**src/rtl/dmem_if.sv**
```systemverilog
// Request/response bus of the dmem_sync data memory.
// The par_err signal exists only when DMEM_PARITY_EN is defined.
interface dmem_if #(
  parameter int DATA_W = 8,
  parameter int ADDR_W = 8
);
  logic              clr;
  logic              req_valid;
  logic              req_ready;
  logic              req_we;
  logic [ADDR_W-1:0] req_addr;
  logic [DATA_W-1:0] req_wdata;
  logic              rsp_valid;
  logic [DATA_W-1:0] rsp_rdata;
  logic              busy;
`ifdef DMEM_PARITY_EN
  logic              par_err;
`endif

  // Load/store unit side.
  modport master (
    output clr, req_valid, req_we, req_addr, req_wdata,
`ifdef DMEM_PARITY_EN
    input  par_err,
`endif
    input  req_ready, rsp_valid, rsp_rdata, busy
  );

  // Memory side.
  modport slave (
    input  clr, req_valid, req_we, req_addr, req_wdata,
`ifdef DMEM_PARITY_EN
    output par_err,
`endif
    output req_ready, rsp_valid, rsp_rdata, busy
  );
endinterface

```
**src/rtl/dmem_sync.sv**
```systemverilog
// dmem_sync: synchronous single-port data RAM with a valid/ready request
// port, a registered one-cycle read response that never stalls, and a
// hardware clear sweep that zeroes every word after reset or on clr.
// Optional feature: define DMEM_PARITY_EN to store an even-parity bit per
// word and flag mismatches on read responses through par_err.
module dmem_sync #(
  parameter int DATA_W = 8,
  parameter int ADDR_W = 8,
  parameter int DEPTH  = 256
) (
  input  logic   clk,
  input  logic   rst,
  dmem_if.slave  bus
);

  localparam int                IDX_W     = (DEPTH > 1) ? $clog2(DEPTH) : 1;
  localparam logic [ADDR_W:0]   DEPTH_EXT = (ADDR_W+1)'(DEPTH);
  localparam logic [ADDR_W-1:0] LAST_PTR  = ADDR_W'(DEPTH - 1);
`ifdef DMEM_PARITY_EN
  localparam int WORD_W = DATA_W + 1;
`else
  localparam int WORD_W = DATA_W;
`endif

  typedef enum logic {
    ST_CLEAR,
    ST_IDLE
  } state_t;

  state_t            state_q, state_d;
  logic [ADDR_W-1:0] ptr_q, ptr_d;
  logic              rsp_valid_q, rsp_valid_d;
  logic [DATA_W-1:0] rsp_rdata_q, rsp_rdata_d;
`ifdef DMEM_PARITY_EN
  logic              par_err_q, par_err_d;
`endif

  logic [WORD_W-1:0] mem [DEPTH];

  logic              in_range;
  logic [WORD_W-1:0] rd_word;
  logic              mem_we;
  logic [IDX_W-1:0]  mem_idx;
  logic [WORD_W-1:0] mem_wword;

  // Next-state, array write port and read response, all from the current cycle.
  always_comb begin
    // NOTE: every signal gets a default first so no path can infer a latch.
    state_d     = state_q;
    ptr_d       = ptr_q;
    rsp_valid_d = 1'b0;
    rsp_rdata_d = '0;
`ifdef DMEM_PARITY_EN
    par_err_d   = 1'b0;
`endif
    mem_we      = 1'b0;
    mem_idx     = bus.req_addr[IDX_W-1:0];
    mem_wword   = '0;
    // Compared one bit wider so DEPTH = 2**ADDR_W needs no special case.
    in_range    = ({1'b0, bus.req_addr} < DEPTH_EXT);
    rd_word     = in_range ? mem[bus.req_addr[IDX_W-1:0]] : '0;

    case (state_q)
      ST_CLEAR: begin
        // Sweep writes zero data and zero parity.
        mem_we  = 1'b1;
        mem_idx = ptr_q[IDX_W-1:0];
        if (bus.clr) begin
          ptr_d = '0;
        end else if (ptr_q == LAST_PTR) begin
          state_d = ST_IDLE;
          ptr_d   = '0;
        end else begin
          ptr_d = ptr_q + ADDR_W'(1);
        end
      end
      ST_IDLE: begin
        // clr wins over a simultaneous request, which is not accepted.
        if (bus.clr) begin
          state_d = ST_CLEAR;
          ptr_d   = '0;
        end else if (bus.req_valid) begin
          if (bus.req_we) begin
            // Out-of-range writes are dropped.
            mem_we = in_range;
`ifdef DMEM_PARITY_EN
            mem_wword = {^bus.req_wdata, bus.req_wdata};
`else
            mem_wword = bus.req_wdata;
`endif
          end else begin
            // Out-of-range reads still answer, with zero data.
            rsp_valid_d = 1'b1;
            rsp_rdata_d = rd_word[DATA_W-1:0];
`ifdef DMEM_PARITY_EN
            par_err_d   = ^rd_word;
`endif
          end
        end
      end
      default: begin
        state_d = ST_CLEAR;
        ptr_d   = '0;
      end
    endcase
  end

  // Storage array write port.
  // NOTE: the array has no reset; the clear sweep zeroes it, so it can map onto RAM.
  always_ff @(posedge clk) begin
    if (mem_we) begin
      mem[mem_idx] <= mem_wword;
    end
  end

  // Control and response registers.
  // NOTE: sequential state uses non-blocking assignments only.
  always_ff @(posedge clk or posedge rst) begin
    if (rst) begin
      state_q     <= ST_CLEAR;
      ptr_q       <= '0;
      rsp_valid_q <= 1'b0;
      rsp_rdata_q <= '0;
`ifdef DMEM_PARITY_EN
      par_err_q   <= 1'b0;
`endif
    end else begin
      state_q     <= state_d;
      ptr_q       <= ptr_d;
      rsp_valid_q <= rsp_valid_d;
      rsp_rdata_q <= rsp_rdata_d;
`ifdef DMEM_PARITY_EN
      par_err_q   <= par_err_d;
`endif
    end
  end

  assign bus.busy      = (state_q == ST_CLEAR);
  assign bus.req_ready = (state_q == ST_IDLE) && !bus.clr;
  assign bus.rsp_valid = rsp_valid_q;
  assign bus.rsp_rdata = rsp_rdata_q;
`ifdef DMEM_PARITY_EN
  assign bus.par_err   = par_err_q;
`endif

endmodule

```
**src/flat_wrapper.sv**
```systemverilog
// flat-port wrapper written by rule: the top's interface ports become plain ports
module dmem_sync_flat 
#(
  parameter int DATA_W = 8,
  parameter int ADDR_W = 8,
  parameter int DEPTH  = 256
)
  (clk, rst, bus_clr, bus_req_valid, bus_req_we, bus_req_addr, bus_req_wdata, bus_req_ready, bus_rsp_valid, bus_rsp_rdata, bus_busy);
  dmem_if #(.DATA_W(DATA_W), .ADDR_W(ADDR_W)) bus_i ();
  input  logic clk;
  input  logic rst;
  input wire logic [$bits(bus_i.clr)-1:0] bus_clr;
  input wire logic [$bits(bus_i.req_valid)-1:0] bus_req_valid;
  input wire logic [$bits(bus_i.req_we)-1:0] bus_req_we;
  input wire logic [$bits(bus_i.req_addr)-1:0] bus_req_addr;
  input wire logic [$bits(bus_i.req_wdata)-1:0] bus_req_wdata;
  output wire logic [$bits(bus_i.req_ready)-1:0] bus_req_ready;
  output wire logic [$bits(bus_i.rsp_valid)-1:0] bus_rsp_valid;
  output wire logic [$bits(bus_i.rsp_rdata)-1:0] bus_rsp_rdata;
  output wire logic [$bits(bus_i.busy)-1:0] bus_busy;
  assign bus_i.clr = bus_clr;
  assign bus_i.req_valid = bus_req_valid;
  assign bus_i.req_we = bus_req_we;
  assign bus_i.req_addr = bus_req_addr;
  assign bus_i.req_wdata = bus_req_wdata;
  assign bus_req_ready = bus_i.req_ready;
  assign bus_rsp_valid = bus_i.rsp_valid;
  assign bus_rsp_rdata = bus_i.rsp_rdata;
  assign bus_busy = bus_i.busy;
  dmem_sync #(.DATA_W(DATA_W), .ADDR_W(ADDR_W), .DEPTH(DEPTH)) u_core (.clk(clk), .rst(rst), .bus(bus_i));
endmodule
```
**config.mk**
```make
export PLATFORM = sky130hd
export DESIGN_NAME = dmem_sync_flat
export DESIGN_NICKNAME = d
export VERILOG_FILES = /design/src/rtl/dmem_if.sv /design/src/rtl/dmem_sync.sv /design/src/flat_wrapper.sv
export SDC_FILE = /design/constraint.sdc
export NUM_CORES = 2
export LEC_CHECK = 0
export CORE_ASPECT_RATIO = 0.8
export CORE_MARGIN = 5
export CORE_UTILIZATION = 60
export CTS_CLUSTER_DIAMETER = 200
export CTS_CLUSTER_SIZE = 28
export DETAILED_ROUTE_END_ITERATION = 6
export MAX_ROUTING_LAYER = met4
export PLACE_DENSITY = 0.86
export SYNTH_ARGS = -nofsm -noshare
export SYNTH_HDL_FRONTEND = slang
export SYNTH_SLANG_ARGS = --single-unit
```
**constraint.sdc**
```tcl
create_clock -name clk -period 5.7 [get_ports clk]
set_input_delay 1.14 -clock clk [delete_from_list [all_inputs] [get_ports clk]]
set_output_delay 1.14 -clock clk [all_outputs]
set_load 0.03 [all_outputs]
```
==> summary.txt <==
Synth
  – Post-synth ARST share: 0.8712%
  – Sequential fraction of the synthesis area: 76.02%
  – YS warnings: 0
  – Number of nets in the synthesized netlist: 4068
  – Post-synth EDFFs: 2048
  – Post-synth design cell area: 81500 um2
  – Post-synth top flop: edfxtp_1
  – Post-synth top area share: 75.46%
  – Post-Syn Area per Cell: 20.14 um2
  – Yosys cell types: 74
  – Post-synthesis sequential element count: 2066
  – Main area contributors after synthesis: edfxtp_1 (75%), mux4_2 (9.5%), mux2i_1 (3.4%), mux4_1 (1.9%), nor2_1 (1.4%)
  – Number of cells produced by synthesis: 4046
  – Most frequent cells after synthesis: edfxtp_1 (2048), mux4_2 (342), nor2_1 (306)
  – Most instantiated library cell after synthesis: edfxtp_1
  – Cell accounting for the most synthesized area: edfxtp_1

Timing
  – Worst hold margin: 699.7 ps
  – Skew final: 33.89 ps
  – Final number of hold-violating endpoints: 0
  – Highest attainable clock frequency: 0.2205 GHz
  – RSZ-0062 raised after global routing: false
  – Final Max Tran Viols: 0
  – Setup Total Neg Slack: 0 ps
  – Final cycle utilization of the critical path: 79.56%
  – Worst max-slew margin expressed relative to the limit: 3.172%
  – Final setup violation count: 0
  – Worst-Margin Slew: 1447 ps
  – Clock period minus final worst setup slack: 4535 ps

Global routing
  – Gr usage total: 31.05%
  – Vias in the first global route: 41660
  – Maximum number of pins on one net before global-route repair: 189
  – GRT Residual Overflow: 0
  – Global-route wire length before repair: 308700 um
  – Antenna violations before repair: 13

Finish
  – Number of non-filler instances in the completed layout: 5877
  – Share of layout cells above drive strength 1: 15.21%
  – Post-route design area: 86040 um2
  – Area growth from synthesis to layout: 5.570%
  – Nets: 4084

Routing
  – Drt wl/cell: 36.93 um
  – Vias: 43530
  – Routed Wire Length: 217000 um
  – Post-detailed-route DRC marker count: 0
  – Average vias per placed instance: 7.406
  – Remaining antenna violation count: 0
  – Length of the first detailed-routing pass in iterations: 6
  – DRC marker count from the first detailed-route iteration: 7944

Placement
  – Input/output buffers: 31
  – Post-detailed-placement cell area: 83750 um2
  – Placed insts: 5760
  – Estimated wirelength of the detail-placed design: 137100 um
  – Weighted congestion at the end of routability-driven global placement: 0.9587

Clock network
  – Quantity of hold-fixing buffers added after cts: 0
  – Number of sinks driven by the clock tree: 2066
  – Clock tree from TritonCTS: yes
  – TritonCTS Buffers: 83
  – Worst skew pair latency: 740 ps
  – H-tree levels: 3
  – Clk root buf: clkbuf_16
  – Resized Gates After CTS: 0
  – Clock Tree Buf Depth: 3
  – Total setup buffers inserted after CTS: 0
  – Post-CTS clock slew at the launch and capture registers of the worst setup and hold paths: 120 ps

Power
  – Worst voltage drop across the vdd grid: 0.3207 mV
  – Power density over the cells: 286.4 nW/um2
  – Final total power: 24.64 mW
  – Static Leakage: 29.47 nW

Job
  – Total of max-cap violations: 0

Critical path
  – CP startpoint kind: input port
  – Setup CP Type: input port to register
  – CP max FO: 22
  – Worst path required time: 6280 ps
  – First element of the critical path: bus_req_addr[3]
  – Critical Path End Type: register
  – Beginning of the worst register-to-register path: u_core.state_q
  – Arrival time at the worst endpoint: 5120 ps

Floorplanning
  – Number of core rows: 121
  – DIE AREA: 143300 um2
  – Height of the chip: 339.6 um
  – Initial core utilization: 60.14%
  – Horizontal extent of the die: 422.0 um
  – Placeable core area: 135500 um2
  – Top-level I/O count: 32

Hold path
  – Worst hold-check path type: register to register
  – Worst hold path startpoint: u_core.ptr_q[5]

Outcome
  – Status: complete, no violations
[where the power goes]
group	total [mW]	internal [mW]	switching (mW)
Combinational	1.08	0.362	0.720
Clock	7.11	2.75	4.36
Sequential	16.4	16.4	0.00938
Total	24.6	19.5	5.09
[state kept, by name, summed over array words and instances (netlist names)]
register / count
u_core.bus.rsp_valid: 1
u_core.mem: 2048
u_core.state_q: 1
u_core.ptr_q: 8
u_core.bus.rsp_rdata: 8
[metal layers]
layer | routed length (um) | share of wire, % | global-route usage [%] | up-vias
li1 | - | - | - | 16650
met5 | 0 | 0 | - | -
met3 | 38020 | 18 | 12.09 | 598
met1 | 72500 | 33 | 41.56 | 22010
met4 | 10030 | 4.6 | 11.33 | 0
met2 | 96470 | 44 | 43.98 | 4277
[logic make-up (layout without fill, tap and decap cells)]
| logic type | count (synthesis) | count (layout) | share of synthesized area, % |
|---|---|---|---|
| buf+inv | 255 | 292 | 2.243 |
| xor+xnor | 4 | 4 | 0.04300 |
| compound gates | 356 | 356 | 3.149 |
| mux | 678 | 678 | 14.76 |
| simple gates | 686 | 686 | 3.774 |
| other cells | 0 | 11 | 0 |
| flops | 2066 | 2066 | 76.02 |
| fa+ha+maj | 1 | 1 | 0.01535 |
[critical path, stage by stage]
cell             delay (ps)
clkdlybuf4s50_1         840
or3_1                   780
nor2_1                 1150
a22oi_1                 570
and4_1                  400
nand4_1                 100
o32ai_1                 100
[metrics by stage]
step / util (%) / setup slack (ps)
finish: 63.50 / 1165
global route: 63.50 / 1154
CTS: 63.47 / 1337
detailed placement: 61.81 / 542.0
global placement: 61.78 / 309.5
floorplan: - / 1031
[path summary, 6_finish.rpt]
kind,end,slack [ps],cells past startpoint
worst max-delay path,u_core.bus.rsp_rdata[3],1170,7
worst min-delay path,u_core.ptr_q[5],700,1
worst max register to register,u_core.mem[78][4],1420,4
worst min register to register,u_core.ptr_q[5],700,1
max in group asynchronous,u_core.bus.rsp_rdata[6],4250,2
min in group asynchronous,u_core.bus.rsp_rdata[2],900,2
[placed cells by master (no fill, tap or decap), types with 29 or more instances in the layout]
cell type  synthesis  routed
a22oi_1           29      29
mux4_2           342     342
a21oi_1           51      51
nor2_1           306     306
o221ai_1          76      76
nand2_1          158     157
nor3_1            62      60
mux2i_1          274     274
o21ai_0           42      42
nand3_1           33      33
edfxtp_1        2048    2048
mux4_1            59      59
buf_4             20     117
o22ai_1           55      55
clkbuf_16          0      85
[final cells by class]
type                       instances  area, um2
timing repair buffer             178       1762
fill                            8490      49460
inverter                           8      35.03
sequential                      2066      61950
multi-input combinational       1725      17780
tap                             1783       2231
clock buffer                     100       2183
clock inverter                     6      67.56
antenna                           11      27.53
No activity file was read; power rests on OpenSTA's default activity.
